## config.mk

```make
export PLATFORM = sky130hd
export DESIGN_NAME = tile_match_engine_flat
export DESIGN_NICKNAME = d
export VERILOG_FILES = /design/src/rtl/tile_match_engine_if.sv /design/src/rtl/tile_match_engine.sv /design/src/flat_wrapper.sv
export SDC_FILE = /design/constraint.sdc
export NUM_CORES = 1
export LEC_CHECK = 0
export ABC_AREA = 1
export CORE_ASPECT_RATIO = 1.1
export CORE_MARGIN = 3
export CORE_UTILIZATION = 44
export DETAILED_ROUTE_END_ITERATION = 7
export PLACE_DENSITY = 0.82
export RECOVER_POWER = 100
export SLEW_MARGIN = 20
export SYNTH_ARGS = -nofsm -noshare
export SYNTH_HDL_FRONTEND = slang
export SYNTH_SLANG_ARGS = --single-unit
```

## constraint.sdc

```tcl
create_clock -name CLOCK_50 -period 2.52 [get_ports CLOCK_50]
set_input_delay 0.378 -clock CLOCK_50 [delete_from_list [all_inputs] [get_ports CLOCK_50]]
set_output_delay 0.378 -clock CLOCK_50 [all_outputs]
set_load 0.005 [all_outputs]
```

## src/rtl/tile_match_engine_if.sv

```systemverilog
// Board-side bundle for the tile-matching core: player inputs, tile symbols
// and everything the hex/LED display drivers consume.
interface tile_match_engine_if #(
    parameter int NUM_TILES = 10,
    parameter int SYM_W     = 4,
    parameter int SCORE_W   = 8
);
    logic                         start;
    logic [NUM_TILES-1:0]         sw;
    logic [NUM_TILES*SYM_W-1:0]   tile_sym;
    logic [1:0]                   mode;
    logic [NUM_TILES-1:0]         matched;
    logic [NUM_TILES-1:0]         led;
    logic [SYM_W-1:0]             sym_a;
    logic                         sym_a_vld;
    logic [SYM_W-1:0]             sym_b;
    logic                         sym_b_vld;
    logic [SCORE_W-1:0]           moves;
    logic                         game_over;

    modport master (
        output start, sw, tile_sym,
        input  mode, matched, led, sym_a, sym_a_vld, sym_b, sym_b_vld, moves, game_over
    );

    modport slave (
        input  start, sw, tile_sym,
        output mode, matched, led, sym_a, sym_a_vld, sym_b, sym_b_vld, moves, game_over
    );
endinterface

```

## src/rtl/tile_match_engine.sv

```systemverilog
// Registered game core for the tile-matching game: mode FSM, two-tile reveal
// FSM, programmable reveal timer, saturating move counter and switch edge detect.
module tile_match_engine #(
    parameter int          NUM_TILES     = 10,
    parameter int          SYM_W         = 4,
    parameter int          SCORE_W       = 8,
    parameter int unsigned REVEAL_CYCLES = 100000000
) (
    input  logic               CLOCK_50,
    input  logic               userquit,
    tile_match_engine_if.slave bus
);
    localparam int IDX_W   = (NUM_TILES > 1) ? $clog2(NUM_TILES) : 1;
    localparam int TIMER_W = (REVEAL_CYCLES > 1) ? $clog2(REVEAL_CYCLES) : 1;
    localparam logic [TIMER_W-1:0] TIMER_LAST = TIMER_W'(REVEAL_CYCLES - 1);

    typedef enum logic [1:0] {
        MODE_MENU    = 2'b00,
        MODE_INGAME  = 2'b01,
        MODE_ENDGAME = 2'b10
    } mode_t;

    typedef enum logic [1:0] {
        PLAY_IDLE,
        PLAY_ONE,
        PLAY_TWO
    } play_t;

    mode_t                mode_q, mode_d;
    play_t                play_q, play_d;

    logic [NUM_TILES-1:0] sw_q;
    logic [NUM_TILES-1:0] matched_q;
    logic [NUM_TILES-1:0] rise;
    logic [NUM_TILES-1:0] cand;
    logic [NUM_TILES-1:0] revealed;
    logic [NUM_TILES-1:0] pair_bits;
    logic [NUM_TILES-1:0] matched_upd;
    logic [IDX_W-1:0]     idx_a_q, idx_b_q, cand_idx;
    logic [SYM_W-1:0]     sym_a_q, sym_b_q;
    logic [SYM_W-1:0]     sym_arr [NUM_TILES];
    logic [TIMER_W-1:0]   timer_q;
    logic [SCORE_W-1:0]   moves_q;
    logic                 game_over_q;
    logic                 cand_found;
    logic                 resolve;
    logic                 final_match;
    logic                 enter_game;

    always_comb begin
        for (int i = 0; i < NUM_TILES; i++) begin
            sym_arr[i] = bus.tile_sym[i*SYM_W +: SYM_W];
        end
    end

    // Tiles already matched or face-up cannot be picked; TWO ignores all edges.
    always_comb begin
        rise = bus.sw & ~sw_q;
        cand = '0;
        if (mode_q == MODE_INGAME && play_q != PLAY_TWO) begin
            cand = rise & ~matched_q & ~revealed;
        end
        cand_found = 1'b0;
        cand_idx   = '0;
        for (int i = NUM_TILES - 1; i >= 0; i--) begin
            if (cand[i]) begin
                cand_found = 1'b1;
                cand_idx   = IDX_W'(i);
            end
        end
    end

    always_comb begin
        pair_bits          = '0;
        pair_bits[idx_a_q] = 1'b1;
        pair_bits[idx_b_q] = 1'b1;
        resolve     = (mode_q == MODE_INGAME) && (play_q == PLAY_TWO) && (timer_q == TIMER_LAST);
        matched_upd = (sym_a_q == sym_b_q) ? (matched_q | pair_bits) : matched_q;
        final_match = &matched_upd;
        enter_game  = (mode_q == MODE_MENU) && bus.start;
    end

    always_ff @(posedge CLOCK_50) begin
        if (userquit) begin
            mode_q <= MODE_MENU;
            play_q <= PLAY_IDLE;
        end else begin
            mode_q <= mode_d;
            play_q <= play_d;
        end
    end

    always_comb begin
        mode_d = mode_q;
        play_d = play_q;
        case (mode_q)
            MODE_MENU:    if (bus.start) mode_d = MODE_INGAME;
            MODE_INGAME:  if (resolve && final_match) mode_d = MODE_ENDGAME;
            MODE_ENDGAME: if (bus.start) mode_d = MODE_MENU;
            default:      mode_d = MODE_MENU;
        endcase
        if (mode_q == MODE_INGAME) begin
            case (play_q)
                PLAY_IDLE: if (cand_found) play_d = PLAY_ONE;
                PLAY_ONE:  if (cand_found) play_d = PLAY_TWO;
                PLAY_TWO:  if (resolve) play_d = PLAY_IDLE;
                default:   play_d = PLAY_IDLE;
            endcase
        end else begin
            play_d = PLAY_IDLE;
        end
    end

    // Datapath: selections, reveal timer, score and the end-of-game pulse.
    always_ff @(posedge CLOCK_50) begin
        if (userquit) begin
            sw_q        <= bus.sw;
            matched_q   <= '0;
            moves_q     <= '0;
            game_over_q <= 1'b0;
            idx_a_q     <= '0;
            idx_b_q     <= '0;
            sym_a_q     <= '0;
            sym_b_q     <= '0;
            timer_q     <= '0;
        end else begin
            sw_q        <= bus.sw;
            game_over_q <= 1'b0;
            if (enter_game) begin
                matched_q <= '0;
                moves_q   <= '0;
            end else if (resolve) begin
                matched_q   <= matched_upd;
                game_over_q <= final_match;
                if (moves_q != {SCORE_W{1'b1}}) begin
                    moves_q <= moves_q + SCORE_W'(1);
                end
            end
            if (cand_found && play_q == PLAY_IDLE) begin
                idx_a_q <= cand_idx;
                sym_a_q <= sym_arr[cand_idx];
            end
            if (cand_found && play_q == PLAY_ONE) begin
                idx_b_q <= cand_idx;
                sym_b_q <= sym_arr[cand_idx];
                timer_q <= '0;
            end
            if (play_q == PLAY_TWO) begin
                timer_q <= timer_q + TIMER_W'(1);
            end
        end
    end

    always_comb begin
        revealed      = '0;
        bus.sym_a_vld = 1'b0;
        bus.sym_b_vld = 1'b0;
        if (play_q == PLAY_ONE || play_q == PLAY_TWO) begin
            revealed[idx_a_q] = 1'b1;
            bus.sym_a_vld     = 1'b1;
        end
        if (play_q == PLAY_TWO) begin
            revealed[idx_b_q] = 1'b1;
            bus.sym_b_vld     = 1'b1;
        end
        bus.mode      = mode_q;
        bus.matched   = matched_q;
        bus.led       = matched_q | revealed;
        bus.sym_a     = sym_a_q;
        bus.sym_b     = sym_b_q;
        bus.moves     = moves_q;
        bus.game_over = game_over_q;
    end
endmodule

```

## src/flat_wrapper.sv

```systemverilog
// flat-port wrapper written by rule: the top's interface ports become plain ports
module tile_match_engine_flat 
#(
    parameter int          NUM_TILES     = 10,
    parameter int          SYM_W         = 4,
    parameter int          SCORE_W       = 8,
    parameter int unsigned REVEAL_CYCLES = 100000000
)
  (CLOCK_50, userquit, bus_start, bus_sw, bus_tile_sym, bus_mode, bus_matched, bus_led, bus_sym_a, bus_sym_a_vld, bus_sym_b, bus_sym_b_vld, bus_moves, bus_game_over);
  tile_match_engine_if #(.NUM_TILES(NUM_TILES), .SYM_W(SYM_W), .SCORE_W(SCORE_W)) bus_i ();
  input  logic CLOCK_50;
  input  logic userquit;
  input wire logic [$bits(bus_i.start)-1:0] bus_start;
  input wire logic [$bits(bus_i.sw)-1:0] bus_sw;
  input wire logic [$bits(bus_i.tile_sym)-1:0] bus_tile_sym;
  output wire logic [$bits(bus_i.mode)-1:0] bus_mode;
  output wire logic [$bits(bus_i.matched)-1:0] bus_matched;
  output wire logic [$bits(bus_i.led)-1:0] bus_led;
  output wire logic [$bits(bus_i.sym_a)-1:0] bus_sym_a;
  output wire logic [$bits(bus_i.sym_a_vld)-1:0] bus_sym_a_vld;
  output wire logic [$bits(bus_i.sym_b)-1:0] bus_sym_b;
  output wire logic [$bits(bus_i.sym_b_vld)-1:0] bus_sym_b_vld;
  output wire logic [$bits(bus_i.moves)-1:0] bus_moves;
  output wire logic [$bits(bus_i.game_over)-1:0] bus_game_over;
  assign bus_i.start = bus_start;
  assign bus_i.sw = bus_sw;
  assign bus_i.tile_sym = bus_tile_sym;
  assign bus_mode = bus_i.mode;
  assign bus_matched = bus_i.matched;
  assign bus_led = bus_i.led;
  assign bus_sym_a = bus_i.sym_a;
  assign bus_sym_a_vld = bus_i.sym_a_vld;
  assign bus_sym_b = bus_i.sym_b;
  assign bus_sym_b_vld = bus_i.sym_b_vld;
  assign bus_moves = bus_i.moves;
  assign bus_game_over = bus_i.game_over;
  tile_match_engine #(.NUM_TILES(NUM_TILES), .SYM_W(SYM_W), .SCORE_W(SCORE_W), .REVEAL_CYCLES(REVEAL_CYCLES)) u_core (.CLOCK_50(CLOCK_50), .userquit(userquit), .bus(bus_i));
endmodule
```

* After elaboration in Yosys (flattened, before gate mapping)
Cells that the tools add are included.
** Word-level totals
- Register bits :: 76
- Word-level logic and storage cells :: 108
** Operators by class
- Equal/unequal tests :: 14
- Bitwise gates (word level) :: 13
- Mux-type cells :: 43
- Reduce and logical (&&, ||, !) cells :: 20
- $lt $le $gt $ge :: 5
- $add $sub $neg :: 2
** Operators with widths (number)
- two-way mux 27 bit :: 2
- two-way mux 4 bit :: 12
- two-way mux 10 bit :: 4
- OR 10 bit :: 4
- AND 10 bit :: 3
- inverter 10 bit :: 3
- adder 27 x 1 -> 27 bit (second input constant) :: 1
- == test 27 bit (second input constant) :: 1
- binary-select mux 4 bit (select 4 bit) :: 1
- two-way mux 1 bit :: 14
- two-way mux 2 bit :: 6
- case mux 2 bit (3 select lines) :: 2
- < comparator 4 x 5 -> 1 bit (second input constant) :: 2
- AND reduction 10 bit :: 1
- logical AND 1 bit :: 9
- adder 8 x 1 -> 8 bit (second input constant) :: 1
- demux 1 bit (select 4 bit) :: 2
- greater-or-equal comparator 4 x 1 -> 1 bit (second input constant) :: 2
- inequality test 2 bit (second input constant) :: 4
- inequality test 8 bit (second input constant) :: 1
- inequality test 2 x 1 -> 1 bit (second input constant) :: 3
- AND reduction 3 bit :: 2
- greater-or-equal comparator 5 bit (second input constant) :: 1
- inverter 4 -> 5 bit :: 1
- other kinds (10) :: 15

* Logic depth before layout (Yosys ltp)
Gate-level depths: netlist (run 1).
- Depth in word-level cells :: 24
- Depth in mapped cells :: 27
- Mapped depth without buffers :: 25

* Worst setup path before layout (run 1)
Ideal clock, no wire load.
- Kind :: flip-flop to flip-flop
- Start point :: register u_core.play_q[0]
- End point :: register u_core.sym_a_q[2] (netlist: u_core.bus.sym_a[2])
- Path slack :: 0.138 ns
- Setup time :: 0.109 ns
- Clock period less this slack :: 2.382 ns
- Arrival time :: 2.273 ns
- Cell stages (with the launch flop) :: 24
- Buffers on the path :: 2
- Data required time :: 2.411 ns
- Cells stage by stage :: dfxtp_1 inv_1 ha_1 clkbuf_1 nand3_1 nand4_1 nand2_1 nand2_1 nand2_1 nand2_1 nand2_1 nand2_1 nand2_2 nand2_4 buf_4 nand3_1 nand3_1 nand2_1 nand2_1 nand2_1 nand2_1 nand3_1 nand2_1 inv_1
** Between the ends
- Word-level cells in the longest chain between the ends :: 22
- Elaborated cells between the ends (all ways) :: 37
- Those cells by class :: eq/ne (3); mux (26); bitwise (4); reduce/logical (4)
** Ends and longest elaborated chain
- start: declaration :: line tile_match_engine.sv:30 : play_t play_q, play_d;
- start signal: assignment :: line tile_match_engine.sv:89 : play_q <= play_d;
- == test 2 x 1 -> 1 bit or == test 2 bit (tied branches) :: line tile_match_engine.sv:158, tile_match_engine.sv:162
- logical OR 1 bit :: line tile_match_engine.sv:158 : if (play_q == PLAY_ONE || play_q == PLAY_TWO) begin
- two-way mux 10 bit :: line tile_match_engine.sv:158
- OR 10 bit (no source line)
- two-way mux 10 bit :: line tile_match_engine.sv:162 : if (play_q == PLAY_TWO) begin
- inverter 10 bit :: line tile_match_engine.sv:61 : cand = rise & ~matched_q & ~revealed;
- AND 10 bit :: line tile_match_engine.sv:61
- two-way mux 10 bit :: line tile_match_engine.sv:60 : if (mode_q == MODE_INGAME && play_q != PLAY_TWO) begin
- two-way mux 4 bit (10 in a row) :: line tile_match_engine.sv:66 : if (cand[i]) begin
- inverter 4 -> 5 bit (not written as such) :: line tile_match_engine.sv:141 : sym_a_q <= sym_arr[cand_idx];
- binary-select mux 4 bit (select 4 bit) :: line tile_match_engine.sv:141
- two-way mux 4 bit (not written as such) (2 in a row) :: line tile_match_engine.sv:141
- end signal: assignment :: line tile_match_engine.sv:141
- end: declaration :: line tile_match_engine.sv:40 : logic [SYM_W-1:0] sym_a_q, sym_b_q;
Parallel ways exist; a longest one is shown, timed or not. The select of a mux whose other input is x is not followed.
A chain may end at the register's enable or synchronous reset.

* Worst setup path after layout (run 1)
- Start point :: register u_core.play_q[1]
- End point :: output bus_led[0]
** Between the ends
- Word-level cells in the longest chain between the ends :: 6
- Elaborated cells between the ends (all ways) :: 7
- Those cells by class :: eq/ne (2); mux (2); bitwise (2); reduce/logical (1)
** Ends and longest elaborated chain
- == test 2 x 1 -> 1 bit or == test 2 bit (tied branches) :: line tile_match_engine.sv:158, tile_match_engine.sv:162
- logical OR 1 bit :: line tile_match_engine.sv:158
- two-way mux 10 bit :: line tile_match_engine.sv:158
- OR 10 bit (no source line)
- two-way mux 10 bit (*) :: line tile_match_engine.sv:162
- OR 10 bit (*) :: line tile_match_engine.sv:168 : bus.led = matched_q | revealed;
- end: declaration :: line flat_wrapper.sv:18 : output wire logic [$bits(bus_i.led)-1:0] bus_led;
Every way passes the cells marked *; elsewhere a longest branch is shown, timed or not.

==> reports/results.tsv, run 1 <==
stage	metric	value	unit
timing	hold_ws	467	ps
clocking	CTS Sinks	76	
layout	Storage cell area	1530	um^2
clocking	clock-pin slew on the worst setup and hold paths	70	ps
clocking	CTS tree	built	
layout	diode count	0	
power_and_ir_drop	Power Density	458	nW/um^2
die	die height	112	um
critical_path	critical-path maximum fanout	4	
timing	RSZ-0062 raised after global routing	yes	
min_path	worst hold path class	flop to flop	
critical_path	Data required, critical path	2140	ps
run	max-cap viol count	0	
power_and_ir_drop	Tot Pwr	0.00301	W
timing	Setup TNS	-125	ps
detailed_routing	Pre-Repair DR Iteration Count	5	
synth	Post-Synthesis Cell Area	4500	um^2
global_routing	vias in the first global route	4777	
synth	library cells used by synthesis	47	
detailed_routing	Post-Route WL	14500	um
outcome	failing checks	setup timing	
clocking	H-tree levels	3	
timing	final setup margin	-54.9	ps
timing	fin crit period	2570	ps
layout	Final Non-Filler Cells	936	
placement	Port Buffers	93	
synth	Net Count, Synth	728	
synth	Yosys Warn Count	0	
clocking	maximum clock path buffer count	2	
clocking	clock root buffer	clkbuf_8	
placement	placed insts	895	
die	core outline area	9940	um^2
timing	Worst-Margin Slew	522	ps
critical_path	crit start category	flop	
synth	Post-Syn Area per Cell	6.72	um^2
timing	worst rel slew slack	0.651	
global_routing	initial antenna violation count	0	
timing	fmax	388	MHz
placement	detailed-placement wirelength estimate	10100	um
timing	Max Slew Vio Count	0	
critical_path	critical path class	flop to primary output	
clocking	CTS Buf Count	9	
layout	layout cells sized above 1	0.222	
clocking	worst skew pair latency	360	ps
global_routing	largest net degree at the start of global routing	26	
layout	multi-input logic area	2840	um^2
synth	flops & latches, synth	76	
synth	asr flop ratio synth	0	
outcome	status	complete, but fails checks	
synth	Post-synth EDFFs	0	
detailed_routing	drt wl/cell	15.5	um
critical_path	Worst setup EP type	primary output	
detailed_routing	DRT antenna net count	0	
synth	ys flop type	dfxtp_1	
timing	Clock Skews	8.97	ps
timing	setup violators final	3	
placement	pre-CTS setup slack	-140	ps
layout	fill cell count	766	
timing	Tcrit/Tclk final	1.02	
timing	final count of hold timing violations	0	
die	initial core utilization	0.453	
layout	synthesis-to-layout area growth	45.8	%
global_routing	first-pass GRT wire length	21700	um
synth	post-synthesis sequential area ratio	0.338	
detailed_routing	Residual DRC	0	
global_routing	total gr overflow	0	
critical_path	Crit path arrival time	2200	ps
detailed_routing	vias per inst	5.47	
die	Placement Rows	38	
global_routing	Total Routing Usage GR	0.230	
placement	Routability Congestion	0.881	
layout	nets	870	
detailed_routing	1st-iter DRT viols	398	
die	die width	102	um
die	io pins	94	
power_and_ir_drop	Max rail drop VDD	0.279	mV
power_and_ir_drop	Leakage	2.83	nW
detailed_routing	via count	5120	
synth	cells after synthesis	670	
die	Die Area	11500	um^2
-- power breakdown --
| part | switching [W] | internal, W | leakage [nW] |
|---|---|---|---|
| clock network | 0.000457 | 0.000549 | 0.102 |
| registers | 0.0000382 | 0.00124 | 0.621 |
| logic | 0.000411 | 0.000314 | 2.11 |
-- stage by stage --
stage	util	cell area, um^2
6_report	0.661	6570
5_1_grt	0.661	6570
4_1_cts	0.606	6020
3_5_place_dp	0.578	5740
3_3_place_gp	0.578	5740
2_1_floorplan	-	4500
-- cell type report --
| class | count | area share |
|---|---|---|
| Multi-Input combinational cell | 467 | 0.433 |
| Sequential cell | 76 | 0.233 |
| Timing Repair Buffer | 147 | 0.214 |
| Inverter | 111 | 0.0658 |
| Tap cell | 120 | 0.0229 |
| Clock buffer | 10 | 0.0194 |
| Clock inverter | 5 | 0.0118 |
-- critical path: stages (launching register included) --
cell and delay (ps):
dfxtp_4 380, buf_12 100, ha_4 150, inv_6 50
buf_4 120, o211ai_1 290, buf_4 170, buf_4 90
clkdlybuf4s50_1 480
-- sequential cells by signal, indices dropped and copies added, names as in the netlist --
register and flops:
u_core.bus.moves 8, u_core.sw_q 10, u_core.idx_a_q 4, u_core.timer_q 27, u_core.bus.game_over 1, u_core.bus.sym_a 4, u_core.idx_b_q 4, u_core.bus.matched 10
u_core.bus.sym_b 4, u_core.bus.mode 2, u_core.play_q 2
-- timing repair --
action | 4_1_cts | 5_1_grt
buffers inserted | 3 | 19
cloned | 1 | 3
pin swaps | 3 | 30
hold buffers | 0 | 0
endpoints found under the setup margin | 19 | 43
resized for setup | 8 | 88
-- cells by family after synthesis --
group	after synthesis	synth area share
adder cells (fa/ha/maj)	5	0.0139
AND/OR/NAND/NOR	344	0.376
flip-flops	76	0.338
AO/OA/AOI/OAI	107	0.141
XOR/XNOR	8	0.0156
buffers and inverters	130	0.116
-- layer usage --
layer / vias to the layer above / wire length (um) / GRT usage
li1: 2487 / - / -
met4: 0 / 376 / 0.0849
met2: 190 / 7570 / 0.400
met1: 2408 / 5770 / 0.279
met5: - / 0 / 0
met3: 35 / 773 / 0.0429
-- final timing paths --
path	from	to	slack [ps]	cells after the start
worst max register to register	u_core.play_q[1]$_SDFFE_PP0P_	u_core.bus.sym_b[1]$_SDFFE_PP0P_	-40	18
worst min-delay path	u_core.timer_q[6]$_SDFFE_PP0P_	u_core.timer_q[6]$_SDFFE_PP0P_	470	2
worst max-delay path	u_core.play_q[1]$_SDFFE_PP0P_	bus_led[0]	-50	8
worst min register to register	u_core.timer_q[6]$_SDFFE_PP0P_	u_core.timer_q[6]$_SDFFE_PP0P_	470	2
-- synth_stat cells, drive strengths merged, types with 2 or more instances --
| master | count | share of area |
|---|---|---|
| a211oi | 12 | 0.021 |
| a21oi | 42 | 0.047 |
| a221oi | 2 | 0.0067 |
| a22oi | 5 | 0.0083 |
| a31oi | 6 | 0.0083 |
| buf | 10 | 0.015 |
| clkbuf | 9 | 0.0075 |
| dfxtp | 76 | 0.34 |
| ha | 5 | 0.014 |
| inv | 110 | 0.092 |
| nand2 | 134 | 0.12 |
| nand3 | 68 | 0.079 |
| nand3b | 16 | 0.032 |
| nand4 | 14 | 0.019 |
| nor2 | 81 | 0.081 |
| nor3 | 21 | 0.028 |
| nor4 | 8 | 0.014 |
| o21ai | 32 | 0.036 |
| xnor2 | 2 | 0.0039 |
| xor2 | 6 | 0.012 |
-- layout by cell type (no fill, tap or decap), types with 3 or more instances in the layout --
cell             synthesis  layout
a211oi_1                11      11
a21oi_1                 42      41
a22oi_1                  5       4
a31oi_1                  6       5
buf_12                   0       3
buf_4                    3      48
clkbuf_8                 0       9
clkdlybuf4s50_1          0      56
dfxtp_1                 76      71
dfxtp_2                  0       4
dlygate4sd3_1            0      35
ha_4                     0       3
inv_1                   99      96
inv_2                   10       9
inv_4                    1       4
nand2_1                128     117
nand2_2                  2      11
nand2_4                  4       6
nand2_8                  0       3
nand3_1                 65      45
nand3_2                  3      22
nand3b_1                14      14
nand4_1                 14      14
nor2_1                  68      58
nor2_2                   9      15
nor2_4                   3       7
nor3_1                  17      13
nor3_2                   4       4
nor3_4                   0       4
nor4_1                   6       6
o21ai_0                 26      25
o21ai_1                  6       3
o21ai_2                  0       4
xor2_1                   6       6
No activity file was read; power rests on OpenSTA's default activity.
==> inputs of run 2 (changes only) <==
SETUP_SLACK_MARGIN = 0.3   (was unset)
==> run 2 against run 1 <==
The flow still finishes with violations (setup timing); flip-flop and latch count did not move; routed wire length is 12% higher; register-to-register slack gained 40 ps; global-route usage rose by 1.3 points; worst setup slack better by 50 ps; design area up 5.0%; critical endpoint is now u_core.timer_q[7]$_SDFFE_PP0P_; largest cell class unchanged.
==> reports/results.tsv, run 2 (same netlist as run 1, synthesis figures left out) <==
stage	metric	value	unit	change
outcome	status	complete, but fails checks		
outcome	failing checks	setup timing		
clocking	clock-pin slew on the worst setup and hold paths	90	ps	+20 ps
power_and_ir_drop	Flop pwr share	0.429		+0.005
critical_path	R2R Setup Slk	-5	ps	+40 ps
global_routing	first-pass GRT wire length	22700	um	+5.0%
layout	diode count	0		unchanged
layout	layout cells sized above 1	0.284		+0.0622
timing	Worst-Margin Slew	570	ps	+48.8 ps
timing	Tcrit/Tclk final	1.00		-0.0200
detailed_routing	Top Metal Used	met4		
critical_path	reg2reg end	u_core.timer_q[7]$_SDFFE_PP0P_		
timing	Max Slew Vio Count	0		unchanged
detailed_routing	via count	5455		+6.5%
run	max-cap viol count	0		unchanged
timing	worst rel slew slack	0.619		-0.0326
clocking	CTS Sinks	76		unchanged
critical_path	crit start category	flop		
power_and_ir_drop	clock share of power	0.309		-0.026
layout	commonest non-fill, non-tap cell in the layout	nand2_1		
timing	final setup margin	-4.61	ps	+50.3 ps
timing	final count of hold timing violations	0		unchanged
die	die height	112	um	unchanged
layout	Reg with most FFs	u_core.timer_q		
critical_path	Data required, critical path	2810	ps	+670 ps
clocking	H-tree levels	3		unchanged
placement	detailed-placement wirelength estimate	10000	um	-0.85%
timing	Setup TNS	-4.61	ps	+120 ps
die	die width	102	um	unchanged
critical_path	Worst setup EP type	flop		
layout	nets	884		+1.6%
die	io pins	94		unchanged
placement	Routability Congestion	0.909		+3.2%
global_routing	initial antenna violation count	0		unchanged
clocking	worst skew pair latency	370	ps	about the same
die	Placement Rows	38		unchanged
timing	Clock Skews	16.7	ps	+7.71 ps
clocking	maximum clock path buffer count	2		unchanged
critical_path	critical-path maximum fanout	14		+10
critical_path	RR Startpoint	u_core.play_q[1]$_SDFFE_PP0P_		
detailed_routing	met3 wire length	1160	um	+50%
timing	setup violators final	1		-2
timing	fmax	396	MHz	+2.0%
detailed_routing	1st-iter DRT viols	473		+19%
detailed_routing	Residual DRC	0		unchanged
detailed_routing	routed length on met1	5850	um	+1.4%
power_and_ir_drop	Max rail drop VDD	0.326	mV	+17%
timing	RSZ-0062 raised after global routing	yes		
critical_path	Worst R2R Path Depth	16		-2
layout	max reg flops	27		unchanged
critical_path	crit path from	u_core.play_q[1]$_SDFFE_PP0P_		
detailed_routing	drt wl/cell	17.0	um	+9.9%
min_path	worst hold path class	flop to flop		
detailed_routing	Pre-Repair DR Iteration Count	6		+1
global_routing	vias in the first global route	5029		+5.3%
global_routing	Total Routing Usage GR	0.244		+0.0133
global_routing	total gr overflow	0		unchanged
detailed_routing	vias per inst	5.74		+4.9%
power_and_ir_drop	Int Power	0.00199	W	-5.4%
placement	Port Buffers	93		unchanged
global_routing	largest net degree at the start of global routing	26		unchanged
detailed_routing	DRT antenna net count	0		unchanged
clocking	CTS Buf Count	9		unchanged
power_and_ir_drop	Leakage	2.99	nW	+5.4%
clocking	CTS tree	built		
power_and_ir_drop	Power Density	431	nW/um^2	-5.8%
timing	fin crit period	2520	ps	-50.3 ps
detailed_routing	Post-Route WL	16200	um	+12%
power_and_ir_drop	logic gate share of total power	0.262		+0.021
placement	placed insts	881		-1.6%
layout	synthesis-to-layout area growth	53.0	%	
die	Die Area	11500	um^2	unchanged
clocking	hold_buf cts	0		unchanged
layout	fill cell count	727		-5.1%
power_and_ir_drop	Psw	0.000985	W	+8.8%
die	initial core utilization	0.453		unchanged
detailed_routing	met2 WL	8300	um	+9.7%
clocking	clock root buffer	clkbuf_8		
power_and_ir_drop	Switching Share	0.332		+0.0302
die	core outline area	9940	um^2	unchanged
critical_path	Crit path arrival time	2810	ps	+610 ps
critical_path	critical path class	flop to flop		
layout	Final Non-Filler Cells	951		+1.6%
layout	most frequent cells in the layout	103 x nand2_1, 93 x inv_1, 69 x clkdlybuf4s50_1		
critical_path	Critical Path End	u_core.timer_q[7]$_SDFFE_PP0P_		
[run 2: changes by cell type in the layout (fill, tap and decap cells not counted), sizes merged]
cell	previous run	this run
clkinv	3	2
clkinvlp	1	2
clkdlybuf4s50	56	69
bufinv	2	0
dlygate4sd3	35	16
inv	110	111
clkbuf	11	13
dlymetal6s2s	2	8
buf	53	67
[run 2: layer usage]
layer / GRT usage / vias up
met5: 0 / -
met2: 0.416 / 284
li1: - / 2521
met4: 0.124 / 0
met1: 0.286 / 2553
met3: 0.0435 / 97
[run 2: per-stage QoR]
| stage | hold slack [ps] | instance area [um^2] | worst slack (ps) | util | total power (W) |
|---|---|---|---|---|---|
| global placement | 447 | 5650 | 33.3 | 0.569 | 0.00189 |
| CTS | 468 | 6150 | 89.2 | 0.619 | 0.00281 |
| global route | 486 | 6890 | -156 | 0.693 | 0.00309 |
| detailed placement | 457 | 5650 | -66.5 | 0.569 | 0.00190 |
| finish | 472 | 6890 | -4.61 | 0.693 | 0.00297 |
| floorplan | 406 | 4570 | 302 | - | 0.00167 |
[run 2: critical path, stage by stage, from the launching register on]
cell and delay (ps):
dfxtp_4 400, inv_4 40, ha_4 310, buf_6 140
nand4_1 120, nand3_2 120, nand3b_1 190, nand2_1 90
inv_2 80, nand2_4 80, inv_4 80, nand3b_4 90
nand2_4 120, inv_8 70, nor2_4 230, inv_6 100
a211oi_2 170
[run 2: how the worst min path moves through the flow]
stage,end,slack (ps),startpoint,depth (start not counted)
after floorplan,u_core.sw_q[0]$_DFF_P_,410,bus_sw[0],0
after global placement,u_core.timer_q[6]$_SDFFE_PP0P_,450,u_core.timer_q[6]$_SDFFE_PP0P_,2
after detailed placement,u_core.timer_q[6]$_SDFFE_PP0P_,460,u_core.timer_q[6]$_SDFFE_PP0P_,2
after CTS,u_core.timer_q[6]$_SDFFE_PP0P_,470,u_core.timer_q[6]$_SDFFE_PP0P_,2
after global routing,u_core.timer_q[26]$_SDFFE_PP0P_,490,u_core.timer_q[26]$_SDFFE_PP0P_,2
final,u_core.timer_q[12]$_SDFFE_PP0P_,470,u_core.timer_q[12]$_SDFFE_PP0P_,2
[run 2: timing repair]
action / in CTS / in global routing
setup buffers: 22 / 27
pin swaps: 13 / 49
setup endpoints to repair: 52 / 61
cloned: 3 / 2
gates resized for setup: 30 / 138
[run 2: area by class of cell]
type                       count  area, um^2  area share
timing repair buffer         161        1550       0.224
tap                          120         150      0.0218
multi-input combinational    467        3000       0.435
sequential                    76        1550       0.224
clock inverter                 4        32.5     0.00472
clock buffer                  12         155      0.0225
inverter                     111         462      0.0670
[run 2: power by group through the flow]
stage	Sequential (W)	Combinational, W	Clock (W)
after floorplan	0.00129	0.000376	0
after global placement	0.00130	0.000589	0
after detailed placement	0.00130	0.000602	0
after CTS	0.00127	0.000631	0.000906
after global routing	0.00128	0.000838	0.000976
final	0.00127	0.000777	0.000918
